--- src/rtl/counter_with_preset.sv ---
// Up/down counter with terminal value, synchronous clear, clamped preset load and a registered wrap flag.
// Define COUNTER_WITH_PRESET_SATURATE_EN to saturate at the limits instead of wrapping.
module counter_with_preset #(
  parameter int bits     = 4,
  parameter int maxvalue = 0
) (
  input  logic            c,
  input  logic            rst_n,
  input  logic            en,
  input  logic            clr,
  input  logic            dir,
  input  logic            ld,
  input  logic [bits-1:0] in,
  output logic [bits-1:0] out,
  output logic            ovf
);

  // maxvalue = 0 selects the full range of the counter
  localparam logic [bits-1:0] term = (maxvalue == 0) ? {bits{1'b1}} : bits'(maxvalue);

`ifdef COUNTER_WITH_PRESET_SATURATE_EN
  localparam logic saturate = 1'b1;
`else
  localparam logic saturate = 1'b0;
`endif

  logic [bits-1:0] count_reg, count_next;
  logic            ovf_reg, ovf_next;

  always_ff @(posedge c or negedge rst_n) begin
    if (!rst_n) begin
      count_reg <= '0;
      ovf_reg   <= 1'b0;
    end else begin
      count_reg <= count_next;
      ovf_reg   <= ovf_next;
    end
  end

  always_comb begin
    count_next = count_reg;
    ovf_next   = 1'b0;
    if (clr) begin
      count_next = '0;
    end else if (ld) begin
      count_next = (in > term) ? term : in;
    end else if (en) begin
      if (!dir) begin
        // values above term (only after re-parameterisation) behave like term
        if (count_reg >= term) begin
          count_next = saturate ? term : '0;
          ovf_next   = 1'b1;
        end else begin
          count_next = count_reg + bits'(1);
        end
      end else begin
        if (count_reg == '0) begin
          count_next = saturate ? '0 : term;
          ovf_next   = 1'b1;
        end else begin
          count_next = count_reg - bits'(1);
        end
      end
    end
  end

  assign out = count_reg;
  assign ovf = ovf_reg;

endmodule

--- config.mk ---
export PLATFORM = sky130hd
export DESIGN_NAME = counter_with_preset
export DESIGN_NICKNAME = d
export VERILOG_FILES = /design/src/rtl/counter_with_preset.sv
export SDC_FILE = /design/constraint.sdc
export NUM_CORES = 1
export LEC_CHECK = 0
export CORE_AREA = 2 2 39 41
export DETAILED_ROUTE_END_ITERATION = 8
export DIE_AREA = 0 0 41 43
export HOLD_SLACK_MARGIN = 0.12
export SLEW_MARGIN = 20
export SYNTH_ARGS = -nofsm -noshare
export SYNTH_HDL_FRONTEND = slang
export SYNTH_SLANG_ARGS = --single-unit
--- constraint.sdc ---
create_clock -name c -period 4.05 [get_ports c]
set_input_delay 0.81 -clock c [delete_from_list [all_inputs] [get_ports c]]
set_output_delay 0.81 -clock c [all_outputs]
set_load 0.005 [all_outputs]
## Yosys cells after proc, flatten, opt, wreduce, memory -nomap -nowiden

Cells that the tools add are included.

- Bits in registers: 5
- Latch bits: 0
- Memory bits (writable): 0
- ROM bits: 0
- Input port bits: 10
- Output and inout bits: 5
- Word-level logic and storage cells: 21
- Memories kept: 0

- Add/subtract/negate cells: 2
- Multipliers: 0
- Div/mod/pow operators: 0
- Magnitude comparators: 2
- Eq/ne operators: 0
- Shift operators: 0
- Muxes and demuxes: 13
- Bitwise logic cells: 0
- Reductions and logical operators: 2

Operators by type and width:

| cell | number |
|---|---|
| $mux W4 | 7 |
| $mux W1 | 6 |
| $add A4 B1 Y4 const B | 1 |
| $ge A4 B4 Y1 const B | 1 |
| $gt A4 B4 Y1 const B | 1 |
| $logic_not A4 Y1 | 1 |
| $sub A4 B1 Y4 const B | 1 |
| $reduce_bool A3 Y1 | 1 |

## Depth between registers and ports, before layout

Gate-level depths: netlist of run 1.

- Depth after elaboration: 6
- Depth in mapped cells: 6
- Depth with buffers taken out: 6

## Least setup slack after synthesis of run 1

Ideal clock, no wire load.

- Path type: input-to-reg
- Start point: input dir
- End point: register count_reg[0] (netlist: out[0])
- Setup time: 0.077 ns
- Data arrival time: 1.510 ns
- Data required time: 3.973 ns
- Slack: 2.463 ns
- Cell stages on the path: 4
- Buffers on the path: 0
- Cell sequence: nor2b_1 > a31o_1 > a311o_1 > a21oi_1

- Longest elaborated chain between the ends: 4

Ends and longest elaborated chain:

| element | line | text |
|---|---|---|
| from (decl) | 11 | `input logic dir,` |
| $mux W4 | 48 | `if (!dir) begin` |
| $mux W4 | 47 | `end else if (en) begin` |
| $mux W4 | 45 | `end else if (ld) begin` |
| $mux W4 | 43 | `if (clr) begin` |
| to (signal assigned) | 35 | `count_reg <= count_next;` |
| to (decl) | 27 | `logic [bits-1:0] count_reg, count_next;` |

Every way passes these cells. The select of a mux whose other input is x is not followed.
A chain may end at the register's enable or synchronous reset.

## Worst setup path after layout of run 1

- Start point: register count_reg[2] (netlist: out[2])
- End point: output out[2]

RTL lines:

| element | line | text |
|---|---|---|
| to (decl) | 14 | `output logic [bits-1:0] out,` |

No word-level cell between the ends.

==> results of run 1 <==
## layout make-up
class / count / area, um2 / share of cell area (%)
Multi-Input combinational cell: 33 / 225 / 40.3
Inverter: 6 / 22.5 / 4.03
Clock buffer: 4 / 26.3 / 4.70
Sequential cell: 5 / 125 / 22.4
Timing Repair Buffer: 14 / 140 / 25.1
Tap cell: 16 / 20.0 / 3.58
## kinds of logic (layout without fill, tap and decap cells)
family	count (synthesis)	count (layout)	share of synthesized area, %
xor+xnor	2	2	4.55
fa+ha+maj	2	2	6.49
compound gates	16	16	30.5
flops	5	5	32.5
simple gates	13	13	16.9
buf+inv	8	24	9.09
## where the power goes
group / total [W] / switching [W] / internal [W]
combinational: 0.0000423 / 0.0000167 / 0.0000256
sequential: 0.0000604 / 0.00000705 / 0.0000533
clock: 0.0000577 / 0.0000204 / 0.0000373
total: 0.000160 / 0.0000442 / 0.000116
## synthesized netlist by cell type, types with 2 or more instances
cell type	number	share of area (%)
inv_1	6	5.8
xnor2_1	2	4.5
a21oi_1	5	6.5
dfrtp_1	5	32
nor2_1	5	4.9
nand2_1	2	1.9
ha_1	2	6.5
nor2b_1	2	3.2
## routing by layer
| metal | part of all wire, % | track usage (%) |
|---|---|---|
| met1 | 45 | 15.9 |
| met4 | 0 | 0 |
| met3 | 9.5 | 9.42 |
| met5 | 0 | 0 |
| met2 | 45 | 15.9 |
## final timing paths
| kind | start | end | slack, ns | depth (start not counted) |
|---|---|---|---|---|
| max in group asynchronous | rst_n | out[0]$_DFFE_PN0P_ | 3.07 | 1 |
| setup / recovery | out[2]$_DFFE_PN0P_ | out[2] | 1.95 | 1 |
| hold reg to reg | out[2]$_DFFE_PN0P_ | ovf$_DFF_PN0_ | 0.72 | 2 |
| hold / removal | out[2]$_DFFE_PN0P_ | ovf$_DFF_PN0_ | 0.72 | 2 |
| setup reg to reg | out[0]$_DFFE_PN0P_ | out[3]$_DFFE_PN0P_ | 2.39 | 6 |
| min in group asynchronous | rst_n | out[3]$_DFFE_PN0P_ | 0.79 | 1 |
## through the flow
step	setup slack (ns)	cell area, um2	total power [W]
after floorplan	2.46	385	0.0000827
after global placement	1.82	533	0.000104
after detailed placement	1.79	533	0.000103
after CTS	1.94	559	0.000164
after global routing	1.89	559	0.000174
final	1.95	559	0.000160
==> impl_metrics.csv, run 1 <==
group,metric,value,unit
final_layout,diodes,0,
worst_setup_path,critical_path_buf_inv_count,1,
worst_setup_path,slowest_stage,"clkdlybuf4s50_1",
sta,holdWs,0.723,ns
floorplan,rows,14,
worst_setup_path,cp_slowest_stage_delay,0.56,ns
global_routing,grtUsageTotal,11.9,%
synth,syn-cell-area,385,um2
clock_tree,cts.sinks,5,
synth,synth_cells,46,
placed_design,detailed_place_hpwl,670,um
synth,avgSynthCellArea,8.38,um2
detailed_routing,vias_per_cell,4.90,
clock_tree,ctsHoldBuffers,0,
detailed_routing,vias,382,
min_path,hp-class,"reg -> reg",
synth,synth_cell_types,25,
pwr,ir_drop,0.156,mV
clock_tree,postCtsResizedCells,0,
sta,setup_viol,0,
final_layout,final_common_cell,"clkdlybuf4s50_1",
clock_tree,root_buffer,"clkbuf_4",
sta,fin_skew,0.00435,ns
clock_tree,numCtsBuffers,3,
floorplan,die_x,41,um
final_layout,fin_cells,78,
synth,yosys_most_used_dff,"dfrtp_1",
outcome,outcome,"completed",
sta,min_period,2.10,ns
final_layout,drive_above_1_share,6.45,%
sta,fmax,477,MHz
job,cap_violations,0,
clock_tree,cts.htree.levels,1,
final_layout,largest_register_ffs,4,
detailed_routing,drt-total-wl,859,um
clock_tree,cts_tree,"done",
clock_tree,cts_buffer_depth,2,
sta,hold_viol,0,
placed_design,portBuffers,14,
clock_tree,clk_pin_slew_worst_paths,0.04,ns
sta,drv_slew,0,
detailed_routing,dr.pass1.iters,2,
final_layout,nFillCells,159,
sta,timing.final.crit_share,51.8,%
synth,async_flop_share,100,%
global_routing,grt_pass1_vias,339,
floorplan,pin_count,15,
pwr,p_leak,0.235,nW
worst_setup_path,end_kind,"output port",
sta,rsz0062_at_grt,"no",
floorplan,die-area,1760,um2
global_routing,grt_pass1_wl,1390,um
sta,tightest_slew,0.416,ns
final_layout,syn_to_final_growth,45.1,%
sta,fin_setup_tns,0,ns
detailed_routing,dr.first_iter.drc_count,2,
sta,slew-limit-headroom,71.5,%
worst_setup_path,crit_fanout,8,
worst_setup_path,critPathTopFamily,"buffers and inverters",
detailed_routing,drt-wirelength-per-cell,11.0,um
detailed_routing,drc_errors,0,
synth,ys_seq_area_share,32.5,%
placed_design,globalplace.congestion,0.721,
worst_setup_path,crit_type,"reg -> out",
global_routing,antenna_found_initial,0,
worst_setup_path,required,3.24,ns
worst_setup_path,path_cells,"clkdlybuf4s50_1",
floorplan,core,1380,um2
synth,ys_warn_count,0,
global_routing,gr-total-overflow,0,
clock_tree,worstSkewPairLatency,0.24,ns
worst_setup_path,crit_arrival,1.29,ns
worst_setup_path,start_kind,"flip-flop",
placed_design,dp_cells,74,
global_routing,grt_max_degree,10,
final_layout,mostFrequentLayoutCells,"clkdlybuf4s50_1 (14), inv_1 (6), nor2_1 (5), a21oi_1 (5), dfrtp_1 (5)",
detailed_routing,drtAntennaViolNets,0,
floorplan,die_y,43,um
synth,ys_seq_elements,5,
synth,synth-edff-count,0,
clock_tree,cts_setup_buffers,0,
final_layout,final_core_util,40.4,%
pwr,p_per_area,287,nW/um2
synth,synth_nets,58,
floorplan,initial_core_util,27.8,%
final_layout,nets,75,
Note: power is estimated with default switching activity, not from simulation.
==> inputs of run 2 (changes only) <==
- clock period: 4.05 -> 1.8 ns (I/O delays scaled with it)
==> run 2 against run 1 <==
Net effect: clock skew shrank 0.00086 ns; worst hold slack lost 0.38 ns; flip-flop and latch count is the same; critical path type is now reg -> reg; register-to-register slack lost 2.3 ns; non-clock buffer count grew 2; largest power group unchanged.
==> impl_metrics.csv, run 2 (same netlist as run 1, synthesis figures left out) <==
group,metric,value,unit
min_path,hp-class,"in -> async",
pwr,p_seq_share,36.7,%
worst_setup_path,required,1.95,ns
clock_tree,cts_setup_buffers,0,
placed_design,dp_cells,76,
sta,fin_setup_tns,0,ns
clock_tree,numCtsBuffers,3,
placed_design,detailed_place_hpwl,702,um
worst_setup_path,start_kind,"flip-flop",
outcome,outcome,"completed",
pwr,p_sw_share,27.5,%
pwr,ir_drop,0.418,mV
global_routing,gr-total-overflow,0,
detailed_routing,drt-total-wl,913,um
placed_design,portBuffers,14,
detailed_routing,drtAntennaViolNets,0,
final_layout,fin_cells,80,
clock_tree,cts.sinks,5,
sta,min_period,1.67,ns
worst_setup_path,path_cells,"inv_1 > ha_1 > nor2_1 > a211o_1 > a221o_1 > a221oi_2",
worst_setup_path,critPathTopFamily,"compound AO/OA/AOI/OAI gates",
final_layout,largest_register_ffs,4,
floorplan,core,1380,um2
clock_tree,root_buffer,"clkbuf_4",
worst_setup_path,crit_arrival,1.81,ns
sta,fin_skew,0.00349,ns
sta,timing.final.crit_share,92.7,%
placed_design,globalplace.congestion,0.746,
pwr,p_per_area,635,nW/um2
final_layout,drive_above_1_share,12.5,%
floorplan,rows,14,
detailed_routing,drc_errors,0,
global_routing,grtUsageTotal,11.9,%
sta,setup_viol,0,
final_layout,final_common_cell,"clkdlybuf4s50_1",
pwr,comb_power_share,27.9,%
global_routing,grt_pass1_vias,361,
floorplan,die_y,43,um
clock_tree,postCtsResizedCells,0,
worst_setup_path,slowest_stage,"dfrtp_2",
final_layout,nets,77,
final_layout,mostFrequentLayoutCells,"clkdlybuf4s50_1 (14), inv_1 (6), nor2_1 (5), a21oi_1 (5)",
global_routing,antenna_found_initial,0,
final_layout,final_core_util,41.7,%
worst_setup_path,cp_slowest_stage_delay,0.45,ns
worst_setup_path,critical_path_buf_inv_count,1,
pwr,p_clk_share,35.4,%
sta,drv_slew,0,
sta,slew-limit-headroom,76.0,%
worst_setup_path,end_kind,"flip-flop",
floorplan,die_x,41,um
sta,rsz0062_at_grt,"no",
floorplan,initial_core_util,27.8,%
pwr,p_leak,0.242,nW
clock_tree,ctsHoldBuffers,0,
worst_setup_path,crit_fanout,9,
floorplan,pin_count,15,
detailed_routing,dr.pass1.iters,2,
sta,hold_viol,0,
detailed_routing,vias_per_cell,4.91,
clock_tree,worstSkewPairLatency,0.24,ns
clock_tree,cts_buffer_depth,2,
global_routing,grt_max_degree,10,
clock_tree,cts_tree,"done",
clock_tree,clk_pin_slew_worst_paths,0.04,ns
placed_design,dpl_cell_area,548,um2
pwr,p_sw,0.000101,W
job,cap_violations,0,
floorplan,die-area,1760,um2
detailed_routing,dr.first_iter.drc_count,3,
detailed_routing,drt-wirelength-per-cell,11.4,um
final_layout,syn_to_final_growth,49.7,%
final_layout,stdcell_area,577,um2
final_layout,nFillCells,150,
pwr,p_int,0.000266,W
sta,fmax,600,MHz
detailed_routing,vias,393,
global_routing,grt_pass1_wl,1380,um
clock_tree,cts.htree.levels,1,
worst_setup_path,crit_type,"reg -> reg",
sta,tightest_slew,0.351,ns
final_layout,diodes,0,
[run 2: cell count changes in the layout (fill, tap and decap cells not counted)]
cell and delta:
dfrtp_2 +2, dfrtp_1 -2, buf_4 +2
[run 2: area by class of cell]
type	instances	area (um2)	share of cell area, %
Clock buffer	4	26.3	4.56
Sequential cell	5	128	22.1
Inverter	6	22.5	3.90
Tap cell	16	20.0	3.47
Timing Repair Buffer	16	155	26.9
Multi-Input combinational cell	33	225	39.0
[run 2: power by group through the flow]
stage / registers, W / logic, W / clock network (W)
3_3_place_gp: 0.000135 / 0.000103 / 0
2_1_floorplan: 0.000132 / 0.0000541 / 0
6_report: 0.000135 / 0.000102 / 0.000130
5_1_grt: 0.000136 / 0.000113 / 0.000149
4_1_cts: 0.000134 / 0.000103 / 0.000136
3_5_place_dp: 0.000136 / 0.000103 / 0
[run 2: worst register-to-register path, delay by kind of cell (launching register included)]
kind / cells / cell delay, ns
adder cells (fa/ha/maj): 1 / 0.15
flip-flops: 1 / 0.45
AO/OA/AOI/OAI: 3 / 0.83
AND/OR/NAND/NOR: 1 / 0.05
buffers and inverters: 1 / 0.08
[run 2: final timing paths]
check | end | slack [ns] | startpoint | cells after the start
worst max register to register | out[3]$_DFFE_PN0P_ | 0.13 | out[0]$_DFFE_PN0P_ | 6
worst max-delay path | out[3]$_DFFE_PN0P_ | 0.13 | out[0]$_DFFE_PN0P_ | 6
min in group c | out[0]$_DFFE_PN0P_ | 0.67 | in[0] | 3
max in group asynchronous | out[0]$_DFFE_PN0P_ | 1.23 | rst_n | 1
worst min-delay path | ovf$_DFF_PN0_ | 0.35 | rst_n | 1
worst min register to register | ovf$_DFF_PN0_ | 0.71 | out[3]$_DFFE_PN0P_ | 2
[run 2: layer usage]
| metal | track usage (%) | vias up | part of all wire [%] | wire length, um |
|---|---|---|---|---|
| li1 | - | 198 | - | - |
| met1 | 14.2 | 181 | 47 | 428 |
| met2 | 17.5 | 14 | 44 | 402 |
| met3 | 9.42 | 0 | 9.1 | 83 |
| met4 | 0 | 0 | 0 | 0 |
| met5 | 0 | - | 0 | 0 |
[run 2: stage by stage]
| stage | setup WS [ns] | total power [W] | hold slack, ns |
|---|---|---|---|
| 2_1_floorplan | 0.220 | 0.000186 | 0.0644 |
| 4_1_cts | 0.0878 | 0.000374 | 0.350 |
| 6_report | 0.132 | 0.000367 | 0.346 |
| 3_3_place_gp | 0.0747 | 0.000238 | 0.599 |
| 3_5_place_dp | 0.0460 | 0.000238 | 0.612 |
| 5_1_grt | 0.0116 | 0.000398 | 0.340 |
==> edit 1 (settings of run 1) <==
Set the localparam `saturate` to 1'b1 (it was 1'b0).
--- a/src/rtl/counter_with_preset.sv
+++ b/src/rtl/counter_with_preset.sv
@@ -23,3 +23,3 @@
 `else
-  localparam logic saturate = 1'b0;
+  localparam logic saturate = 1'b1;
 `endif
Formal check against the unedited RTL: not equivalent (a bounded check fails within 4 cycles, from zero or initial values and one cycle with rst_n low).
==> edit 1 against run 1 <==
Sequential cell count is the same. Routed wire length grew 17%. Total power grew 3.3%. Clock skew shrank 0.0026 ns. Final area grew 5.8%. First-iteration DRC count grew to 3.5 times the old value. Area after synthesis grew 9.1%. Setup slack lost 0.040 ns. Critical path type unchanged. Critical endpoint unchanged.
==> edit 1: results (changes against run 1) <==
metric	value	unit	change
grt_use_total	0.1347		+0.01596
ys_seq_area_frac	0.2976		-0.02706
dp_cells	81		+9.5%
grt_pass1_wl	1.628	mm	+17%
ys_types	26		+4.0%
place_area	565.5	um^2	+6.1%
tightest_slew	0.4525	ns	+0.03606 ns
power.total	165.7	uW	+3.3%
fin_crit	2.137	ns	+0.03961 ns
crit_fanout	11		+3
seq_cell_power	61.0	uW	+1%
nets	82		+9.3%
met1_usage	0.1677		+0.009166
dp_hpwl	739.1	um	+10%
gp_congestion	0.8345		+16%
synth_compound_area_frac	0.2500		-0.05519
synthTopCellsByCount	nor2_1, nand2_1, dfrtp_1		
worstHoldStart	out[1]		
gr-usage-met2	0.2000		+0.04063
wl_met3	83	um	+1.2%
reg2reg_from	out[1]		
place_ws	1.738	ns	-0.05126 ns
wl_per_cell	11.84	um	+7.5%
power_switching	48.38	uW	+9.5%
skew	0.001742	ns	-0.002612 ns
synth_area_leaders	dfrtp_1, nor2_1, ha_1, nand2_1, a21oi_1		
vdd_drop_max	174.7	uV	+12%
avgSynthCellArea	7.932	um^2	-5.3%
met3_usage	0.06283		-0.03141
synthXorXnorAreaFrac	0		-0.04545
grt_max_degree	13		+3
routedLengthMet1	454	um	+18%
r2r-end	out[2]		
vias_per_cell	5.518		+13%
static-leakage-power	0.2403	nW	+2.4%
holdWs	0.5827	ns	-0.1401 ns
arrival	1.33	ns	+0.04 ns
synthAdderAreaFrac	0.05952		-0.005411
p_comb	46.1	uW	+9.0%
synth_mux_area_frac	0.02381		+0.02381
post_route_cells_drive_above_1_share	0.04348		-0.02104
routed-wl-met2	469	um	+21%
status	complete, no violations		
-- edit 1: cell types whose count changed after synthesis, sizes merged, moves of 2 or more --
cell,change
nor2,+2
o31ai,+2
and3,+2
nor3b,+2
xnor2,-2
nand2,+4
nor3,+2
inv,-3
-- edit 1: logic make-up (layout without fill, tap and decap cells) --
family / count (synthesis) / count (layout)
and+or+nand+nor: 25 / 25
buffers and inverters: 5 / 21
AOI/OAI and AO/OA: 15 / 15
muxes: 1 / 1
adders and majority gates: 2 / 2
DFF: 5 / 5
-- edit 1: layout make-up --
cell class	count	area, um^2
fill	157	792.0
multi-input combinational	43	269.0
timing repair buffer	14	140.1
sequential	5	125.1
clock buffer	4	26.28
tap	16	20.02
inverter	3	11.26
-- edit 1: worst min-delay path, stage by stage (launching register included) --
cell and delay, ns:
dfrtp_1 0.42, nand2_1 0.07, o31ai_1 0.06
==> edit 2 (config.mk and constraints of run 1) <==
Without the edit above. Reset style: synchronous (`rst_n`), changed in one clocked block.
--- a/src/rtl/counter_with_preset.sv
+++ b/src/rtl/counter_with_preset.sv
@@ -29,3 +29,3 @@
 
-  always_ff @(posedge c or negedge rst_n) begin
+  always_ff @(posedge c) begin
     if (!rst_n) begin
Behaviour: differs if rst_n is asserted again (counterexample within 4 cycles, from zero or initial values and one cycle with rst_n low); with rst_n held inactive, the same outputs for 10 cycles.
==> edit 2 against run 1 <==
Global-route usage grew 2.3 points. Via count is 2.6% higher. Sequential share of layout area shrank 3.5 points. Combinational power decreased by 21%. Routed wire length increased by 4.1%. Critical path type unchanged. Final area decreased by 4.9%. Non-clock buffer count is the same. Total power is 8.6% lower. Sequential cell count stayed put. Setup slack improved by 0.031 ns. Area after synthesis shrank 10%.
==> edit 2: results (changes against run 1) <==
metric	value	unit	change
wl_per_cell	11.32	um	+2.8%
vdd_drop_max	173.8	uV	+12%
ys_warn_count	0		unchanged
grt_max_degree	9		-1
post_route_cells_drive_above_1_share	0.1111		+0.04659
holdPathStages	2		unchanged
synth_area_leaders	dfxtp_1, a21oi_1, ha_1, xnor2_1, a211oi_1		
syn_nets	57		-1.7%
place_area	505.5	um^2	-5.2%
wl_met3	38	um	-54%
status	complete, no violations		
place_ws	1.861	ns	+0.07124 ns
top_layer	met4		
static-leakage-power	0.2088	nW	-11%
synthTopCellsByCount	a21oi_1, dfxtp_1, nor2_1		
holdWs	0.5799	ns	-0.1429 ns
ys_seq_area_frac	0.2899		-0.03482
nets	76		+1.3%
startpoint	out[0]		
wirelength	894	um	+4.1%
dp_cells	75		+1.4%
min_to	ovf		
rrSetupSlack	2.56	ns	+0.17 ns
fin_crit	2.067	ns	-0.03070 ns
hold_class	reg2reg		
r2r-end	out[3]		
path_delay_family	buffers and inverters		
grt_pass1_wl	1.690	mm	+21%
gp_congestion	0.7603		+5.4%
cp-endpoint	out[0]		
worstHoldStart	out[2]		
skew	0.0009174	ns	-0.003437 ns
vias_per_cell	4.962		+1.3%
first_pass_iters	4		+2
netlist_instances	45		-2.2%
gr-usage-met2	0.2281		+0.06875
routed-wl-met2	470	um	+21%
cpMaxStageDelayCell	clkdlybuf4s50_1		
dp_hpwl	706.1	um	+5.4%
grt_antenna_before_repair	0		unchanged
ys_types	22		-12%
drtIter0Drc	6		+4
routedLengthMet1	370	um	-4.1%
arrival	1.26	ns	-0.03 ns
grt_use_total	0.1419		+0.02314
met3_usage	0.04712		-0.04712
synthFlopType	dfxtp_1		
synth_top_area_share	0.2899		-0.03482
synthArstFlopShare	0		-1.000
tightest_slew	0.2627	ns	-0.1537 ns
met1_usage	0.1618		+0.003236
-- edit 2: where the power goes --
| group | switching (mW) | leakage [nW] | internal (mW) | total, mW |
|---|---|---|---|---|
| combinational | 0.0137 | 0.153 | 0.0199 | 0.0336 |
| clock | 0.0206 | 0.0150 | 0.0373 | 0.0578 |
| sequential | 0.00352 | 0.0409 | 0.0516 | 0.0551 |
-- edit 2: final cells by class --
| type | count | area (um^2) |
|---|---|---|
| fill | 154 | 852.1 |
| multi-input combinational | 35 | 226.5 |
| timing repair buffer | 14 | 140.1 |
| sequential | 5 | 100.1 |
| clock buffer | 4 | 26.28 |
| tap | 16 | 20.02 |
| inverter | 5 | 18.77 |
-- edit 2: logic make-up after synthesis --
group | count (synthesis) | synth area share
AOI/OAI and AO/OA | 17 | 0.3043
buffers and inverters | 5 | 0.05435
xor gates and xnor gates | 2 | 0.05073
adders and majority gates | 2 | 0.07245
DFF | 5 | 0.2899
and+or+nand+nor | 13 | 0.1957
muxes | 1 | 0.03261
